--- src/rtl/audio_pkg.sv ---
// Shared types and constants for the stereo mixing engine.
package audio_pkg;

    typedef enum logic [1:0] {
        MONO  = 2'd0,
        LEFT  = 2'd1,
        RIGHT = 2'd2,
        MUTE  = 2'd3
    } ch_mode_e;

    typedef enum logic [1:0] {
        IDLE  = 2'd0,
        ACCUM = 2'd1,
        SCALE = 2'd2,
        PUSH  = 2'd3
    } mix_state_e;

    localparam int unsigned UNITY_VOLUME = 128;
    localparam int unsigned VOLUME_SHIFT = 7;

endpackage

--- src/rtl/stereo_fifo.sv ---
// First-word-fall-through frame FIFO; a push into a full FIFO succeeds only
// when a pop happens in the same cycle.
module stereo_fifo
    import audio_pkg::*;
#(
    parameter int unsigned WIDTH = 32,
    parameter int unsigned DEPTH = 4
) (
    input  logic                     clk,
    input  logic                     rst,
    input  logic                     push_i,
    input  logic [WIDTH-1:0]         wdata_i,
    input  logic                     pop_i,
    output logic [WIDTH-1:0]         rdata_o,
    output logic                     full_o,
    output logic                     empty_o,
    output logic [$clog2(DEPTH):0]   level_o
);

    localparam int unsigned PTR_W = $clog2(DEPTH);

    logic [WIDTH-1:0]   mem_q [DEPTH];
    logic [PTR_W-1:0]   wr_ptr_q, wr_ptr_d;
    logic [PTR_W-1:0]   rd_ptr_q, rd_ptr_d;
    logic [PTR_W:0]     level_q, level_d;
    logic               push_ok, pop_ok;

    assign empty_o = (level_q == '0);
    assign full_o  = (level_q == (PTR_W+1)'(DEPTH));
    assign level_o = level_q;
    // Empty FIFO presents zeros rather than stale storage.
    assign rdata_o = empty_o ? '0 : mem_q[rd_ptr_q];

    assign pop_ok  = pop_i && !empty_o;
    assign push_ok = push_i && (!full_o || pop_ok);

    always_comb begin
        wr_ptr_d = wr_ptr_q;
        rd_ptr_d = rd_ptr_q;
        level_d  = level_q;
        if (push_ok) wr_ptr_d = wr_ptr_q + 1'b1;
        if (pop_ok)  rd_ptr_d = rd_ptr_q + 1'b1;
        case ({push_ok, pop_ok})
            2'b10:   level_d = level_q + 1'b1;
            2'b01:   level_d = level_q - 1'b1;
            default: level_d = level_q;
        endcase
    end

    always_ff @(posedge clk) begin
        if (rst) begin
            wr_ptr_q <= '0;
            rd_ptr_q <= '0;
            level_q  <= '0;
        end else begin
            wr_ptr_q <= wr_ptr_d;
            rd_ptr_q <= rd_ptr_d;
            level_q  <= level_d;
        end
    end

    always_ff @(posedge clk) begin
        if (push_ok) mem_q[wr_ptr_q] <= wdata_i;
    end

endmodule

--- src/rtl/audio_mix_engine.sv ---
// Sequential stereo mixer: snapshots all channels on tick, accumulates one
// channel per cycle, applies master volume, saturates and queues the frame.
module audio_mix_engine
    import audio_pkg::*;
#(
    parameter int unsigned NUM_CH   = 8,
    parameter int unsigned SAMPLE_W = 16,
    parameter int unsigned DEPTH    = 4
) (
    input  logic                         clk,
    input  logic                         rst,
    input  logic                         tick,
    input  logic [NUM_CH*SAMPLE_W-1:0]   ch_sample,
    input  logic [NUM_CH*8-1:0]          ch_volume,
    input  logic [NUM_CH*2-1:0]          ch_mode,
    input  logic [7:0]                   master_volume,
    output logic                         out_valid,
    input  logic                         out_ready,
    output logic [SAMPLE_W-1:0]          out_left,
    output logic [SAMPLE_W-1:0]          out_right,
    output logic [$clog2(DEPTH):0]       fifo_level,
    output logic                         busy,
    output logic                         overrun,
    output logic                         tick_dropped
);

    localparam int unsigned IDX_W = (NUM_CH > 1) ? $clog2(NUM_CH) : 1;
    localparam int unsigned ACC_W = SAMPLE_W + 2 + $clog2(NUM_CH);
    localparam int unsigned P_W   = SAMPLE_W + 9;
    localparam int unsigned SC_W  = ACC_W + 9;
    localparam logic signed [SC_W-1:0] SAT_MAX =
        {{(SC_W-SAMPLE_W+1){1'b0}}, {(SAMPLE_W-1){1'b1}}};
    localparam logic signed [SC_W-1:0] SAT_MIN =
        {{(SC_W-SAMPLE_W+1){1'b1}}, {(SAMPLE_W-1){1'b0}}};

    mix_state_e                     state_q, state_d;
    logic [IDX_W-1:0]               ch_idx_q, ch_idx_d;
    logic                           overrun_q, overrun_d;
    logic                           tick_drop_q, tick_drop_d;

    logic [NUM_CH*SAMPLE_W-1:0]     smp_q, smp_d;
    logic [NUM_CH*8-1:0]            vol_q, vol_d;
    logic [NUM_CH*2-1:0]            mode_q, mode_d;
    logic [7:0]                     master_q, master_d;
    logic signed [ACC_W-1:0]        acc_l_q, acc_l_d, acc_r_q, acc_r_d;
    logic signed [SC_W-1:0]         scl_l_q, scl_l_d, scl_r_q, scl_r_d;

    logic signed [P_W-1:0]          smp_ext, vol_ext, prod, prod_sh;
    logic signed [ACC_W-1:0]        s_acc;
    logic signed [SC_W-1:0]         accl_ext, accr_ext, mst_ext;
    ch_mode_e                       cur_mode;

    logic                           fifo_push, fifo_pop, fifo_full, fifo_empty;
    logic [2*SAMPLE_W-1:0]          fifo_wdata, fifo_rdata;

    function automatic logic [SAMPLE_W-1:0] sat(input logic signed [SC_W-1:0] v);
        if (v > SAT_MAX)      return SAT_MAX[SAMPLE_W-1:0];
        else if (v < SAT_MIN) return SAT_MIN[SAMPLE_W-1:0];
        else                  return v[SAMPLE_W-1:0];
    endfunction

    // Per-channel product: sample x {0,vol}, floored by the volume shift.
    always_comb begin
        smp_ext  = P_W'($signed(smp_q[ch_idx_q*SAMPLE_W +: SAMPLE_W]));
        vol_ext  = P_W'({1'b0, vol_q[ch_idx_q*8 +: 8]});
        prod     = smp_ext * vol_ext;
        prod_sh  = prod >>> VOLUME_SHIFT;
        s_acc    = ACC_W'(prod_sh);
        cur_mode = ch_mode_e'(mode_q[ch_idx_q*2 +: 2]);
        accl_ext = SC_W'(acc_l_q);
        accr_ext = SC_W'(acc_r_q);
        mst_ext  = SC_W'({1'b0, master_q});
    end

    always_comb begin
        state_d     = state_q;
        ch_idx_d    = ch_idx_q;
        smp_d       = smp_q;
        vol_d       = vol_q;
        mode_d      = mode_q;
        master_d    = master_q;
        acc_l_d     = acc_l_q;
        acc_r_d     = acc_r_q;
        scl_l_d     = scl_l_q;
        scl_r_d     = scl_r_q;
        tick_drop_d = tick && (state_q != IDLE);
        overrun_d   = (state_q == PUSH) && fifo_full && !fifo_pop;
        fifo_push   = 1'b0;

        case (state_q)
            IDLE: begin
                if (tick) begin
                    smp_d    = ch_sample;
                    vol_d    = ch_volume;
                    mode_d   = ch_mode;
                    master_d = master_volume;
                    acc_l_d  = '0;
                    acc_r_d  = '0;
                    ch_idx_d = '0;
                    state_d  = ACCUM;
                end
            end
            ACCUM: begin
                if (cur_mode == MONO || cur_mode == LEFT)  acc_l_d = acc_l_q + s_acc;
                if (cur_mode == MONO || cur_mode == RIGHT) acc_r_d = acc_r_q + s_acc;
                if (ch_idx_q == IDX_W'(NUM_CH-1)) state_d = SCALE;
                else                              ch_idx_d = ch_idx_q + 1'b1;
            end
            SCALE: begin
                scl_l_d = (accl_ext * mst_ext) >>> VOLUME_SHIFT;
                scl_r_d = (accr_ext * mst_ext) >>> VOLUME_SHIFT;
                state_d = PUSH;
            end
            PUSH: begin
                fifo_push = 1'b1;
                state_d   = IDLE;
            end
            default: state_d = IDLE;
        endcase
    end

    always_ff @(posedge clk) begin
        if (rst) begin
            state_q     <= IDLE;
            ch_idx_q    <= '0;
            overrun_q   <= 1'b0;
            tick_drop_q <= 1'b0;
        end else begin
            state_q     <= state_d;
            ch_idx_q    <= ch_idx_d;
            overrun_q   <= overrun_d;
            tick_drop_q <= tick_drop_d;
        end
    end

    always_ff @(posedge clk) begin
        smp_q    <= smp_d;
        vol_q    <= vol_d;
        mode_q   <= mode_d;
        master_q <= master_d;
        acc_l_q  <= acc_l_d;
        acc_r_q  <= acc_r_d;
        scl_l_q  <= scl_l_d;
        scl_r_q  <= scl_r_d;
    end

    assign fifo_wdata = {sat(scl_l_q), sat(scl_r_q)};
    assign fifo_pop   = out_valid && out_ready;

    stereo_fifo #(
        .WIDTH (2*SAMPLE_W),
        .DEPTH (DEPTH)
    ) u_fifo (
        .clk     (clk),
        .rst     (rst),
        .push_i  (fifo_push),
        .wdata_i (fifo_wdata),
        .pop_i   (fifo_pop),
        .rdata_o (fifo_rdata),
        .full_o  (fifo_full),
        .empty_o (fifo_empty),
        .level_o (fifo_level)
    );

    assign out_valid    = !fifo_empty;
    assign out_left     = fifo_rdata[2*SAMPLE_W-1:SAMPLE_W];
    assign out_right    = fifo_rdata[SAMPLE_W-1:0];
    assign busy         = (state_q != IDLE);
    assign overrun      = overrun_q;
    assign tick_dropped = tick_drop_q;

endmodule

--- config.mk ---
export PLATFORM = sky130hd
export DESIGN_NAME = audio_mix_engine
export DESIGN_NICKNAME = d
export VERILOG_FILES = /design/src/rtl/audio_pkg.sv /design/src/rtl/stereo_fifo.sv /design/src/rtl/audio_mix_engine.sv
export SDC_FILE = /design/constraint.sdc
export NUM_CORES = 2
export LEC_CHECK = 0
export ABC_CLOCK_PERIOD_IN_PS = 23300
export CELL_PAD_IN_SITES_DETAIL_PLACEMENT = 1
export CELL_PAD_IN_SITES_GLOBAL_PLACEMENT = 2
export CORE_MARGIN = 4
export CORE_UTILIZATION = 35
export DETAILED_ROUTE_END_ITERATION = 10
export PLACE_DENSITY_LB_ADDON = 0.3
export SYNTH_ARGS = -nofsm -noshare
export SYNTH_HDL_FRONTEND = slang
export SYNTH_SLANG_ARGS = --single-unit
--- constraint.sdc ---
create_clock -name clk -period 23.3 [get_ports clk]
set_input_delay 2.33 -clock clk [delete_from_list [all_inputs] [get_ports clk]]
set_output_delay 2.33 -clock clk [all_outputs]
set_load 0.02 [all_outputs]
Word-level counts from Yosys, hierarchy flattened
Memory sizes are Yosys's and may differ from the RTL's. A register that Yosys moved wholly into a read port is not among the register bits.
Cells that the tools add are included.
Operators by class
  add/subtract/negate cells: 7
  multiply operators: 3
  magnitude comparators: 4
  eq/ne operators: 14
  shifts and indexed selects: 3
  multiplexer cells: 22
  reduce and logical (&&, ||, !) cells: 23
Operators by type and width (number)
  128-bit by 8-bit variable part select with 16-bit output: 1
  21-bit case mux with 2 select lines: 2
  16-bit 2-to-1 mux: 4
  64-bit by 7-bit variable part select with 8-bit output: 1
  21-bit 2-to-1 mux: 3
  21-bit by 9-bit multiplier with 30-bit output: 2
  23-bit by 16-bit > comparator with 1-bit output (second input constant): 2
  23-bit by 16-bit less-than comparator with 1-bit output (second input constant): 2
  21-bit by 18-bit adder with 21-bit output: 2
  32-bit 2-to-1 mux: 1
  16-bit by 9-bit multiplier with 25-bit output: 1
  16-bit by 5-bit variable part select with 2-bit output: 1
  3-bit case mux with 2 select lines: 2
  2-bit != test (second input constant): 5
  3-bit AND reduction: 3
  2-bit == test (second input constant): 4
  2-bit 2-to-1 mux: 4
  2-bit case mux with 4 select lines: 1
  3-bit by 1-bit adder with 3-bit output (second input constant): 2
  2-bit by 1-bit == test with 1-bit output (second input constant): 3
  3-bit == test (second input constant): 2
  1-bit logical AND: 6
  3-bit 2-to-1 mux: 2
  2-bit nonzero test: 3
  8 further kinds: 17
Word-level totals
  register bits after elaboration: 318
  memory bits (writable): 128
  input port bits: 220
  output and inout bits: 39
  word-level logic and storage cells: 92
  memories: 1
Memory list
  u_fifo.mem_q: depth 4, width 32, read ports 1, clocked after memory_dff 1, write ports 1, RTL line stereo_fifo.sv:22  | logic [WIDTH-1:0] mem_q [DEPTH];

Longest topological paths before layout
  depth after elaboration: 8
  mapped depth: 36
  gate-level depth less buffers: 32

Hierarchy
From an unflattened synthesis, not the netlist that was laid out.
Unflattened totals
  cell total of the unflattened synthesis: 2850
  area total of the unflattened synthesis: 34431.8 µm²
By module, submodules not included
  audio_mix_engine: times used 1, cells an instance 2593, area each 28982.8 µm², seq. area each 9268.9 µm²
  stereo_fifo: times used 1, cells an instance 257, area each 5449.0 µm², seq. area each 4023.9 µm²

Worst setup path after synthesis
OpenSTA, ideal clock, no wires.
  kind: register to register
  from: reg ch_idx_q[0]
  to: reg acc_l_q[20], data pin
  library setup time: 149 ps
  arrival time: 8174 ps
  data required time: 23151 ps
  slack: 14977 ps
  cell stages (with the launch flop): 34
  buffers on the path: 4
  path through: dfxtp_1 > buf_6 > buf_2 > buf_2 > mux4_2 > mux2i_1 > clkbuf_1 > nor2_1 > fa_1 > fa_1 > fa_1 > inv_1 > fa_1 > inv_1 > ha_1 > a21o_1 > a21oi_1 > o21ai_0 > a32oi_1 > nand2_1 > a21boi_1 > nor2b_1 > a21boi_1 > xnor2_1 > ha_1 > a211o_1 > o311ai_0 > a21oi_1 > o41ai_1 > o2111ai_1 > o211ai_1 > xor2_1 > or2_2 > mux2i_1
On the way
  word-level cells in the longest chain between the ends: 5
Ends and longest elaborated chain
  start: declaration: RTL line audio_mix_engine.sv:37  | logic [IDX_W-1:0] ch_idx_q, ch_idx_d;
  start signal: assignment: RTL line audio_mix_engine.sv:130  | ch_idx_q <= ch_idx_d;
  128-bit by 8-bit variable part select with 16-bit output or 64-bit by 7-bit variable part select with 8-bit output (tied branches): RTL line audio_mix_engine.sv:64, audio_mix_engine.sv:65
  16-bit by 9-bit multiplier with 25-bit output *: RTL line audio_mix_engine.sv:66  | prod = smp_ext * vol_ext;
  21-bit by 18-bit adder with 21-bit output *: RTL line audio_mix_engine.sv:104  | if (cur_mode == MONO || cur_mode == LEFT) acc_l_d = acc_l_q + s_acc;
  21-bit 2-to-1 mux *: RTL line audio_mix_engine.sv:104
  21-bit case mux with 2 select lines *: RTL line audio_mix_engine.sv:90  | case (state_q)
  end signal: assignment: RTL line audio_mix_engine.sv:141  | acc_l_q <= acc_l_d;
  end: declaration: RTL line audio_mix_engine.sv:45  | logic signed [ACC_W-1:0] acc_l_q, acc_l_d, acc_r_q, acc_r_d;
Mark *: on every way between the ends. The rest lies on a longest branch, timed or not. The select of a mux whose other input is x is not followed.
A chain may end at the register's enable or synchronous reset.

Final worst setup path
Ends and elaborated chain as after synthesis.

==> key figures <==
Clock network
  • Post-CTS Setup Bufs: 0
  • CTS tree: built
  • H-tree depth: 2
  • Clk_lat worst skew: 0.65 ns
  • CTS Buf Count: 50
  • CTS Root Cell: clkbuf_16
  • Post-CTS sizing: 0
  • Cts hold-fix bufs: 0
  • Worst-path clk slew: 0.06 ns
  • Max Buffers Root-to-Sink: 3
  • Clock sinks: 448

Routing
  • Wirelength per Cell: 19.4 microns
  • Vias per cell: 4.85
  • Vias: 21200
  • WL met3: 2910 microns
  • Met1 Wirelength: 37400 microns
  • Met2 WL: 42800 microns
  • Post-Route WL: 84600 microns
  • Number of detailed-route iterations in the first pass: 6
  • First DRT Iteration DRCs: 940
  • Max layer used: met4
  • Post-DRT Antenna Nets: 0
  • DRC: 0

Die
  • Core Rows: 113
  • Initial Utilization: 0.355
  • Die height: 319 microns
  • I/O pins: 259
  • Core Box Area: 95600 sq um
  • Die Width: 319 microns
  • Total die area: 102000 sq um

Synthesis
  • Synth Cell Area: 33900 sq um
  • Fraction of registers with async set/reset: 0
  • Synth Net Count: 3606
  • Top-count cell post-synth: inv_1
  • Library cells used by synthesis: 67
  • Synth cell count leaders: inv_1, edfxtp_1, fa_1, and2_1, ha_1
  • Syn. warnings: 0
  • Top cell type's share of synthesized area: 0.382
  • Syn avg cell area: 12.1 sq um
  • Post-synth EDFFs: 432
  • Register area share after synthesis: 0.392
  • Synth area leaders: edfxtp_1, fa_1, ha_1
  • Yosys reg bits: 448
  • Main flop type after synthesis: edfxtp_1
  • Cell taking the most area after synthesis: edfxtp_1
  • Cells after synthesis: 2808

GRT
  • Total gr overflow: 0
  • First-pass GRT wire length: 137000 microns
  • Initial antenna violation count: 3
  • Vias in the first global route: 24500
  • Largest net degree at the start of global routing: 83
  • GRT Resource Usage Total: 0.168

STA
  • Final period util: 0.425
  • Clk_skew: 0.0304 ns
  • Fmax: 101 MHz
  • Endpoints failing setup: 0
  • Pins Over Slew Limit: 0
  • Fin crit period: 9.89 ns
  • Relative slew margins: 0.152
  • Worst Tran Pin Value: 1.27 ns
  • RSZ-0062 raised after global routing: false
  • Fin. Hold Viols: 0
  • Setup tns final: 0 ns

Final layout
  • Share of layout cells above drive strength 1: 0.0711
  • Area grow syn2layout: 17.2%
  • Final nets: 3867

Placed design
  • Final estimated routing congestion in global placement: 0.817
  • Port-buffer cells: 258
  • Hpwl dp: 65700 microns

Critical path
  • Worst setup SP type: flop
  • Crit-path max cell delay: 0.76 ns
  • CP Data Required Time: 23.66 ns
  • WP data arrival: 10.25 ns
  • Top cell by count, worst path: fa_1
  • Crit Path Max Fanout: 30
  • Slowest-stage cell, CP: mux2i_1
  • Kind of critical path: flop to flop
  • Kind of end point of the critical path: flop

Run status
  • Outcome: completed

Hold path
  • Hold crit path type: flop to flop

Job
  • Max cap viols: 0
-- path summary, 6_finish.rpt --
path | start | to | slack [ns] | cells past startpoint
min reg2reg | u_fifo.wr_ptr_q[1] | u_fifo.wr_ptr_q[1] | 0.52 | 2
max reg2reg | ch_idx_q[0] | acc_l_q[20] | 13.41 | 30
min | u_fifo.wr_ptr_q[1] | u_fifo.wr_ptr_q[1] | 0.52 | 2
max | ch_idx_q[0] | acc_l_q[20] | 13.41 | 30
-- cell families (layout without fill, tap and decap cells) --
| logic type | count (synthesis) | after routing | synth area share |
|---|---|---|---|
| simple gates | 753 | 753 | 0.113 |
| fa+ha+maj | 578 | 578 | 0.294 |
| buf+inv | 572 | 871 | 0.0637 |
| flops | 448 | 448 | 0.392 |
| compound gates | 244 | 244 | 0.0473 |
| mux | 113 | 113 | 0.0645 |
| xor+xnor | 100 | 100 | 0.0260 |
| other cells | 0 | 1 | 0 |
-- per-layer routing --
layer / GRT usage / vias to the layer above
met1: 0.223 / 11000
met4: 0.0356 / 0
li1: - / 9791
met5: 0 / -
met3: 0.0212 / 90
met2: 0.297 / 358
-- layout make-up --
cell class	instances	area (sq um)
inverter	491	1840
fill	10100	55800
antenna	1	2.50
tap	1265	1580
timing repair buffer	290	2820
multi-input combinational	1788	18500
clock buffer	56	1270
sequential	448	13300
clock inverter	34	472
-- worst max-delay path: cells and delay by family (launching register included) --
| family | cells | cell delay [ns] |
|---|---|---|
| buf+inv | 3 | 0.73 |
| compound gates | 12 | 3.01 |
| simple gates | 4 | 0.52 |
| flops | 1 | 0.70 |
| fa+ha+maj | 6 | 2.80 |
| mux | 3 | 1.42 |
| xor+xnor | 2 | 0.39 |
-- registers in the layout (all words and copies together) (netlist names), 3 cells and up, named ones only --
register and flops:
u_fifo.level_o 3, mode_q 16, vol_q 64, acc_r_q 21
u_fifo.mem_q 128, ch_idx_q 3, smp_q 128, scl_l_q 23
master_q 8, scl_r_q 23, acc_l_q 21
-- metrics by stage --
| stage | instance area, sq um | util | hold WS (ns) | setup slack, ns | instances |
|---|---|---|---|---|---|
| after CTS | 39800 | 0.416 | 0.512 | 13.31 | 4372 |
| after detailed placement | 38000 | 0.398 | 0.504 | 13.37 | 4282 |
| after floorplan | 33900 | - | 0.463 | 14.98 | 2808 |
| final | 39800 | 0.416 | 0.517 | 13.41 | 4373 |
| after global routing | 39800 | 0.416 | 0.551 | 12.71 | 4372 |
| after global placement | 38000 | 0.398 | 0.483 | 13.67 | 4282 |
-- placed cells by master (no fill, tap or decap), types with 16 or more instances in the layout --
| cell type | synthesis | routed |
|---|---|---|
| inv_1 | 491 | 491 |
| edfxtp_1 | 432 | 432 |
| fa_1 | 366 | 366 |
| clkdlybuf4s50_1 | 0 | 258 |
| and2_1 | 244 | 243 |
| ha_1 | 212 | 211 |
| nand2_1 | 183 | 183 |
| nor2_1 | 162 | 162 |
| mux4_2 | 84 | 84 |
| xnor2_1 | 64 | 64 |
| a21oi_1 | 61 | 59 |
| nand2b_1 | 51 | 51 |
| clkbuf_16 | 0 | 50 |
| o21a_1 | 43 | 43 |
| xor2_1 | 35 | 35 |
| o21ai_0 | 32 | 32 |
| buf_4 | 0 | 32 |
| a21o_1 | 28 | 28 |
| nor3_1 | 27 | 27 |
| mux2i_1 | 22 | 22 |
| nor2b_1 | 20 | 20 |
| nand3_1 | 18 | 18 |
| o21ai_1 | 16 | 16 |
Power is left out: the tool's default activity adds up to more than one toggle a clock period on the data nets, which glitch-free logic cannot reach.
